**src/rtl/buzzer_arbiter_if.sv**
```systemverilog
// CPU-facing result/acknowledge bundle of the buzzer arbiter.
interface buzzer_arbiter_if;
    logic       clear;
    logic       playerInputFlag;
    logic [1:0] firstPlayerFlag;
    logic [7:0] switchInput;

    modport master (
        output clear,
        input  playerInputFlag,
        input  firstPlayerFlag,
        input  switchInput
    );

    modport slave (
        input  clear,
        output playerInputFlag,
        output firstPlayerFlag,
        output switchInput
    );
endinterface

```
**src/rtl/buzzer_arbiter.sv**
```systemverilog
// Player input front end: synchronizes/debounces four buzzers, picks the first
// press, latches that player's answer switches until the CPU acknowledges.
module buzzer_arbiter #(
    parameter int unsigned DEBOUNCE_CYCLES = 16
) (
    input  logic              clk,
    input  logic              rst,
    input  logic [35:0]       gpins,
    input  logic              board_switch,
    buzzer_arbiter_if.slave   cpu,
    output logic [1:0]        state_dbg
);
    localparam int unsigned CNT_W = $clog2(DEBOUNCE_CYCLES);
    localparam logic [CNT_W-1:0] CNT_MAX = CNT_W'(DEBOUNCE_CYCLES - 1);

    typedef enum logic [1:0] {
        IDLE         = 2'd0,
        ARMED        = 2'd1,
        LATCHED      = 2'd2,
        WAIT_RELEASE = 2'd3
    } state_t;

    state_t           state, nxt;
    logic [36:0]      sync1, sync2;
    logic [31:0]      sw_s;
    logic [3:0]       btn_s;
    logic             bs_s;
    logic [3:0]       db, db_d, ev;
    logic [CNT_W-1:0] cnt [4];
    logic [1:0]       win_idx;
    logic [7:0]       win_sw;
    logic             pif_q, pif_n;
    logic [1:0]       fpf_q, fpf_n;
    logic [7:0]       sw_q, sw_n;

    // board_switch shares the synchronizer so the FSM never sees a raw async level
    always_ff @(posedge clk or negedge rst) begin
        if (!rst) begin
            sync1 <= '0;
            sync2 <= '0;
        end else begin
            sync1 <= {board_switch, gpins};
            sync2 <= sync1;
        end
    end

    assign sw_s  = sync2[31:0];
    assign btn_s = sync2[35:32];
    assign bs_s  = sync2[36];

    always_ff @(posedge clk or negedge rst) begin
        if (!rst) begin
            db   <= '0;
            db_d <= '0;
            for (int unsigned p = 0; p < 4; p++) cnt[p] <= '0;
        end else begin
            db_d <= db;
            for (int unsigned p = 0; p < 4; p++) begin
                if (btn_s[p] == db[p]) begin
                    cnt[p] <= '0;
                end else if (cnt[p] == CNT_MAX) begin
                    db[p]  <= ~db[p];
                    cnt[p] <= '0;
                end else begin
                    cnt[p] <= cnt[p] + 1'b1;
                end
            end
        end
    end

    assign ev = db & ~db_d;

    // Lowest index wins a same-cycle tie
    always_comb begin
        if (ev[0])      win_idx = 2'd0;
        else if (ev[1]) win_idx = 2'd1;
        else if (ev[2]) win_idx = 2'd2;
        else            win_idx = 2'd3;
    end

    always_comb begin
        case (win_idx)
            2'd0:    win_sw = sw_s[7:0];
            2'd1:    win_sw = sw_s[15:8];
            2'd2:    win_sw = sw_s[23:16];
            default: win_sw = sw_s[31:24];
        endcase
    end

    always_ff @(posedge clk or negedge rst) begin
        if (!rst) begin
            state <= IDLE;
            pif_q <= 1'b0;
            fpf_q <= '0;
            sw_q  <= '0;
        end else begin
            state <= nxt;
            pif_q <= pif_n;
            fpf_q <= fpf_n;
            sw_q  <= sw_n;
        end
    end

    always_comb begin
        nxt = state;
        if (!bs_s) begin
            nxt = IDLE;
        end else begin
            case (state)
                IDLE:         nxt = WAIT_RELEASE;
                WAIT_RELEASE: if (db == '0) nxt = ARMED;
                ARMED:        if (|ev) nxt = LATCHED;
                LATCHED:      if (cpu.clear) nxt = WAIT_RELEASE;
                default:      nxt = IDLE;
            endcase
        end
    end

    always_comb begin
        pif_n = pif_q;
        fpf_n = fpf_q;
        sw_n  = sw_q;
        if (!bs_s || state == IDLE) begin
            pif_n = 1'b0;
            fpf_n = '0;
            sw_n  = '0;
        end else if (state == ARMED && |ev) begin
            pif_n = 1'b1;
            fpf_n = win_idx;
            sw_n  = win_sw;
        end else if (state == LATCHED && cpu.clear) begin
            pif_n = 1'b0;
        end
    end

    assign cpu.playerInputFlag = pif_q;
    assign cpu.firstPlayerFlag = fpf_q;
    assign cpu.switchInput     = sw_q;
    assign state_dbg           = state;
endmodule

```
**src/flat_wrapper.sv**
```systemverilog
// flat-port wrapper written by rule: the top's interface ports become plain ports
module buzzer_arbiter_flat 
#(
    parameter int unsigned DEBOUNCE_CYCLES = 16
)
  (clk, rst, gpins, board_switch, state_dbg, cpu_clear, cpu_playerInputFlag, cpu_firstPlayerFlag, cpu_switchInput);
  buzzer_arbiter_if cpu_i ();
  input  logic clk;
  input  logic rst;
  input  logic [35:0] gpins;
  input  logic board_switch;
  output logic [1:0] state_dbg;
  input wire logic [$bits(cpu_i.clear)-1:0] cpu_clear;
  output wire logic [$bits(cpu_i.playerInputFlag)-1:0] cpu_playerInputFlag;
  output wire logic [$bits(cpu_i.firstPlayerFlag)-1:0] cpu_firstPlayerFlag;
  output wire logic [$bits(cpu_i.switchInput)-1:0] cpu_switchInput;
  assign cpu_i.clear = cpu_clear;
  assign cpu_playerInputFlag = cpu_i.playerInputFlag;
  assign cpu_firstPlayerFlag = cpu_i.firstPlayerFlag;
  assign cpu_switchInput = cpu_i.switchInput;
  buzzer_arbiter #(.DEBOUNCE_CYCLES(DEBOUNCE_CYCLES)) u_core (.clk(clk), .rst(rst), .gpins(gpins), .board_switch(board_switch), .cpu(cpu_i), .state_dbg(state_dbg));
endmodule
```
**config.mk**
```make
export PLATFORM = sky130hd
export DESIGN_NAME = buzzer_arbiter_flat
export DESIGN_NICKNAME = d
export VERILOG_FILES = /design/src/rtl/buzzer_arbiter_if.sv /design/src/rtl/buzzer_arbiter.sv /design/src/flat_wrapper.sv
export SDC_FILE = /design/constraint.sdc
export NUM_CORES = 1
export LEC_CHECK = 0
export CAP_MARGIN = 30
export CORE_ASPECT_RATIO = 0.5
export CORE_MARGIN = 1
export CORE_UTILIZATION = 35
export CTS_BUF_LIST = sky130_fd_sc_hd__clkbuf_4
export CTS_CLUSTER_DIAMETER = 120
export CTS_CLUSTER_SIZE = 12
export DETAILED_ROUTE_END_ITERATION = 16
export PLACE_DENSITY = 0.59
export SYNTH_ARGS = -nofsm -noshare
export SYNTH_HDL_FRONTEND = slang
export SYNTH_SLANG_ARGS = --single-unit
export TNS_END_PERCENT = 100
```
**constraint.sdc**
```tcl
create_clock -name clk -period 3.6 [get_ports clk]
set_clock_uncertainty 0.15 [all_clocks]
set_input_delay 0.72 -clock clk [delete_from_list [all_inputs] [get_ports clk]]
set_output_delay 0.72 -clock clk [all_outputs]
set_load 0.02 [all_outputs]
```
# Word-level counts from Yosys, hierarchy flattened
# Cells that the tools add are included.
# word_totals
elab_cells	84
input_bits	40
register_bits	111
out_inout_bits	13
# classes
n_mux	24
n_addsub	4
bitwise_logic	10
reduce_logical	15
n_eq_ne	16
# op_table
operator	n
4-bit 2-to-1 mux	8
8-bit one-hot mux with 3 select lines	1
4-bit by 1-bit adder with 4-bit output, second input constant	4
4-bit equality test, second input constant	4
2-bit 2-to-1 mux	8
8-bit 2-to-1 mux	2
3-bit inequality test, second input constant	3
1-bit NOT	8
2-bit one-hot mux with 4 select lines	1
2-bit AND reduction	4
2-bit equality test, second input constant	3
4-bit AND	1
1-bit equality test	4
2-bit by 1-bit equality test with 1-bit output, second input constant	2
2-bit zero test	2
4-bit zero test	1
1-bit 2-to-1 mux	4
4-bit NOT	1
4-bit OR reduction	1
3-bit AND reduction	1
3-bit nonzero test	1
1-bit logical AND	2
2-bit nonzero test	1
1-bit zero test	1
1-bit logical OR	1

# Depth between registers and ports, before layout
# depth
ltp_word	9
mapped_depth	6

# Worst setup path before layout
# OpenSTA, ideal clock, no wires.
# synth_path
path_kind	register to register
start	reg u_core.state[0], in the netlist u_core.state_dbg[0]
end	reg u_core.sw_q[0], in the netlist u_core.cpu.switchInput[0]
setup_slack_ns	1.945
stages_incl_launch_ff	5
path_buffers	1
setup_ns	0.126
arrival_time_ns	1.379
cell_sequence	dfrtp_1 > and3b_2 > nor4bb_1 > buf_2 > a221o_1
# synth_between
elab_chain_cells	3
word_cells_on_any_way	6
# synth_rtl
element	line	source
start, declared	buzzer_arbiter.sv:23	state_t state, nxt;
start signal, assigned	buzzer_arbiter.sv:97	state <= nxt;
2-bit by 1-bit equality test with 1-bit output or 2-bit zero test (tied branches)	buzzer_arbiter.sv:127, buzzer_arbiter.sv:123	
1-bit logical AND or 1-bit logical OR (tied branches)	buzzer_arbiter.sv:127, buzzer_arbiter.sv:123	
2-bit nonzero test (no source line) or 8-bit 2-to-1 mux (tied branches)	n/a	
end signal, assigned	buzzer_arbiter.sv:100	sw_q <= sw_n;
end, declared	buzzer_arbiter.sv:34	logic [7:0] sw_q, sw_n;
# Parallel ways exist; a longest one is shown, timed or not.
# A chain may end at the register's enable or synchronous reset.

# Worst setup path in the final report
# layout_path
start	reg u_core.state[0], in the netlist u_core.state_dbg[0]
end	out state_dbg[0]
# layout_lines
element	line	source
end, declared	flat_wrapper.sv:12	output logic [1:0] state_dbg;
# No word-level cell between the ends.

==> metrics.md <==
| Metric | Value |
|---|---|
| Switching component of the power | `~0.44 mW` |
| Number of setup violations in the final report | `0` |
| Summed instance area of the synthesized netlist | `roughly 0.0036 sq mm` |
| Crit start category | `register` |
| 1st-pass router iterations | `4` |
| Largest stage delay on the critical path | `about 0.66 ns` |
| Final number of hold-violating endpoints | `0` |
| Bufs and invs on worst path | `1` |
| Longest Clk Path Bufs | `2` |
| Arrival @ worst endpoint | `roughly 1.6 ns` |
| GRT Total Usage | `0.130` |
| Post-CTS setup buffer count | `0` |
| Crit Reg-Reg Startpoint | `u_core.db[0]$_DFFE_PN0P_` |
| Synthesized net count | `277` |
| Post-CTS sizing | `0` |
| Aggregate global routing overflow | `0` |
| Part of the Yosys area used for sequential elements | `0.761` |
| Overall routed net length | `~6 mm` |
| Static power due to leakage | `roughly 1.9 nW` |
| CP max stage cell | `clkdlybuf4s50_1` |
| Die outline width | `roughly 150 microns` |
| Htree depth | `3` |
| Dpl cell area | `about 0.0043 sq mm` |
| Fraction of registers with async set/reset | `1.00` |
| Outcome | `complete, no violations` |
| Remaining routing DRC violations | `0` |
| Core area | `approximately 0.0098 sq mm` |
| Post-route cell area | `~0.0044 sq mm` |
| Vias | `around 2000` |
| Cts bufs inserted | `9` |
| Number of rows in the core area | `25` |
| Path type of the worst setup path | `register to output port` |
| First-iteration detailed-routing DRC count | `between 90 and 100` |
| TNS Setup | `0 ns` |
| Number of global-route vias before repair | `about 2200` |
| Yosys top cell area share | `0.761` |
| Crit path max-delay family | `buffers and inverters` |
| Number of warning messages in the yosys log | `0` |
| Number of sinks on the clock net | `111` |
| P_int | `1.50 mW` |
| Number of instances in the synthesized netlist | `233` |
| Initial antenna violation count | `0` |
| Reg power frac | `0.683` |
| Minimum setup slack among reg-to-reg paths | `between 1 and 1.5 ns` |
| Transition time at the pin with the least slew margin | `0.667 ns` |
| Timing-limited maximum frequency | `approximately 400 MHz` |
| Number of cells traversed by the worst register-to-register path | `5` |
| CTS clock-pin slew for the worst setup and hold paths | `0.14 ns` |
| CTS tree | `yes` |
| CTS hold repair buffers | `0` |
| Max-slew violation count | `0` |
| Effective utilization at floorplan | `0.373` |
| Clock group share of total power | `0.258` |
| Headroom to the max-slew limit | `0.555` |
| Port bufs | `52` |
| Number of distinct library cells after synthesis | `33` |
| FF-to-FF End | `u_core.cpu.switchInput[1]$_DFFE_PN0P_` |
| Type of element capturing the critical path | `output port` |
| Crit path required time | `about 2.7 ns` |
| Proportion of layout cells with a drive suffix above 1 | `0.0839` |
| Peak supply drop | `about 0.22 mV` |
| Half-perimeter wire length after detailed placement | `between 4 and 5 mm` |
| Number of antenna repair diodes | `0` |
| Largest net degree at the start of global routing | `between 60 and 70` |
| Top-level I/O count | `53` |
| Number of flops mapped to enable cells by yosys | `0` |
| Pwr Density | `about 440 mW/mm^2` |
| Syn_area_per_cell | `between 15 and 20 sq um` |
| Share of total power consumed by net switching | `0.227` |
| Area leader, netlist | `dfrtp_1` |
| Wire length of the first global-routing pass | `10.5 mm` |
| Main area contributors after synthesis | `dfrtp_1 76%, a221o_1 1.9%, mux2i_1 1.9%` |
| Final critical-path share of the clock period | `0.690` |
| CTS Root Cell | `clkbuf_4` |
| Area growth from synthesis to layout | `21.6%` |
| Worst hold slack across all endpoints | `0.0824 ns` |
| Die H | `74.2 microns` |
| #FFs+latches synth | `111` |
| Area of the die | `roughly 0.011 sq mm` |
| Worst min-delay path category | `input port to asynchronous set/reset pin` |
| Source-to-sink clock delay at the later pin of the worst-skew pair | `approximately 0.45 ns` |
| Via/cell ratio | `roughly 4.7` |
| Critical Path, Cell by Cell | `clkdlybuf4s50_1` |
| Antenna viol nets, final | `0` |
| Setup repair after global routing missed its margin | `no` |
| Time the worst path needs with I/O delays and setup | `approximately 2.5 ns` |
| Maximum fanout along the worst path | `8` |
| Number of nets in the finished design | `between 300 and 400` |
| Combinational group share of total power | `0.059` |
| Reported max-cap violation count | `0` |
| Placer congestion estimate | `0.726` |
| Most frequently used flop master after synthesis | `dfrtp_1` |
| Detailed-route wire length per cell | `roughly 14 microns` |
-- per-stage QoR --
stage / setup WS, ns / utilization / power, mW / cells
5_1_grt: 0.999 / 0.453 / 2.06 / 433
3_5_place_dp: 1.42 / 0.443 / 1.47 / 418
6_report: 1.12 / 0.453 / 1.94 / 433
2_1_floorplan: 1.95 / - / 1.38 / 233
4_1_cts: 1.07 / 0.453 / 1.98 / 433
3_3_place_gp: 1.02 / 0.442 / 1.46 / 417
-- sequential cells by signal, summed over array words and instances, names as in the netlist --
register	count
u_core.cnt	16
u_core.cpu.firstPlayerFlag	2
u_core.cpu.playerInputFlag	1
u_core.cpu.switchInput	8
u_core.db	4
u_core.db_d	4
u_core.state_dbg	2
u_core.sync1	37
u_core.sync2	37
-- power groups by stage --
stage               Combinational [mW]  Sequential, mW  Clock (mW)
floorplan                       0.0347            1.35           0
global placement                 0.112            1.35           0
detailed placement               0.119            1.35           0
CTS                              0.119            1.33       0.536
global route                     0.132            1.34       0.589
finish                           0.115            1.33       0.501
-- cell usage after synthesis, types with 3 or more instances --
cell,count
a211oi_1,8
a21oi_1,11
a221o_1,7
buf_2,3
dfrtp_1,111
ha_1,4
inv_1,7
mux2_2,4
mux2i_1,7
nand2b_1,4
nand3_1,8
nand4b_1,4
nor2_1,13
nor2b_1,6
nor3b_1,4
o21ai_0,7
xnor2_1,8
-- worst reg2reg max path: stages (launching register included) --
cell and delay, ns:
dfrtp_1 0.46, nand2b_1 0.51, nand3_1 0.19, nor4bb_1 0.42, buf_2 0.26, a221o_1 0.17
-- worst max path at each step --
stage | end | cells past startpoint | start
2_1_floorplan | u_core.cpu.switchInput[0]$_DFFE_PN0P_ | 4 | u_core.state_dbg[0]$_DFFE_PN0P_
3_3_place_gp | u_core.cpu.switchInput[0]$_DFFE_PN0P_ | 4 | u_core.db[0]$_DFFE_PN0P_
3_5_place_dp | u_core.cpu.switchInput[4]$_DFFE_PN0P_ | 5 | u_core.db[0]$_DFFE_PN0P_
4_1_cts | state_dbg[0] | 1 | u_core.state_dbg[0]$_DFFE_PN0P_
5_1_grt | state_dbg[0] | 1 | u_core.state_dbg[0]$_DFFE_PN0P_
6_report | state_dbg[0] | 1 | u_core.state_dbg[0]$_DFFE_PN0P_
-- logic make-up after synthesis --
family / after synthesis / synth area share
multiplexers: 11 / 0.0315
XOR/XNOR: 8 / 0.0192
adder cells (fa/ha/maj): 4 / 0.0137
buffers and inverters: 11 / 0.0144
AO/OA/AOI/OAI: 40 / 0.0819
AND/OR/NAND/NOR: 48 / 0.0782
flip-flops: 111 / 0.761
-- cells in the final DEF (no fill, tap or decap), types with 8 or more instances in the layout --
cell	n
nor2_1	13
clkdlybuf4s50_1	51
dfrtp_1	111
clkbuf_4	10
a21oi_1	11
nand3_1	8
a211oi_1	8
xnor2_1	8
-- layout make-up --
cell class                      count  area, sq um
Clock inverter                      5         26.3
Sequential cell                   111         2780
Tap cell                          135          169
Inverter                            7         26.3
Multi-Input combinational cell    111          820
Fill cell                         854         5350
Timing Repair Buffer               54          543
Clock buffer                       10         75.1
-- metal layers --
metal  up-vias  wire [microns]  global-route usage
met2        45            3190               0.228
met4         0              93              0.0521
met1      1021            2530               0.147
met3        11             249              0.0503
met5         -               0                   0
li1        938               -                   -
Note: power is estimated with default switching activity, not from simulation.
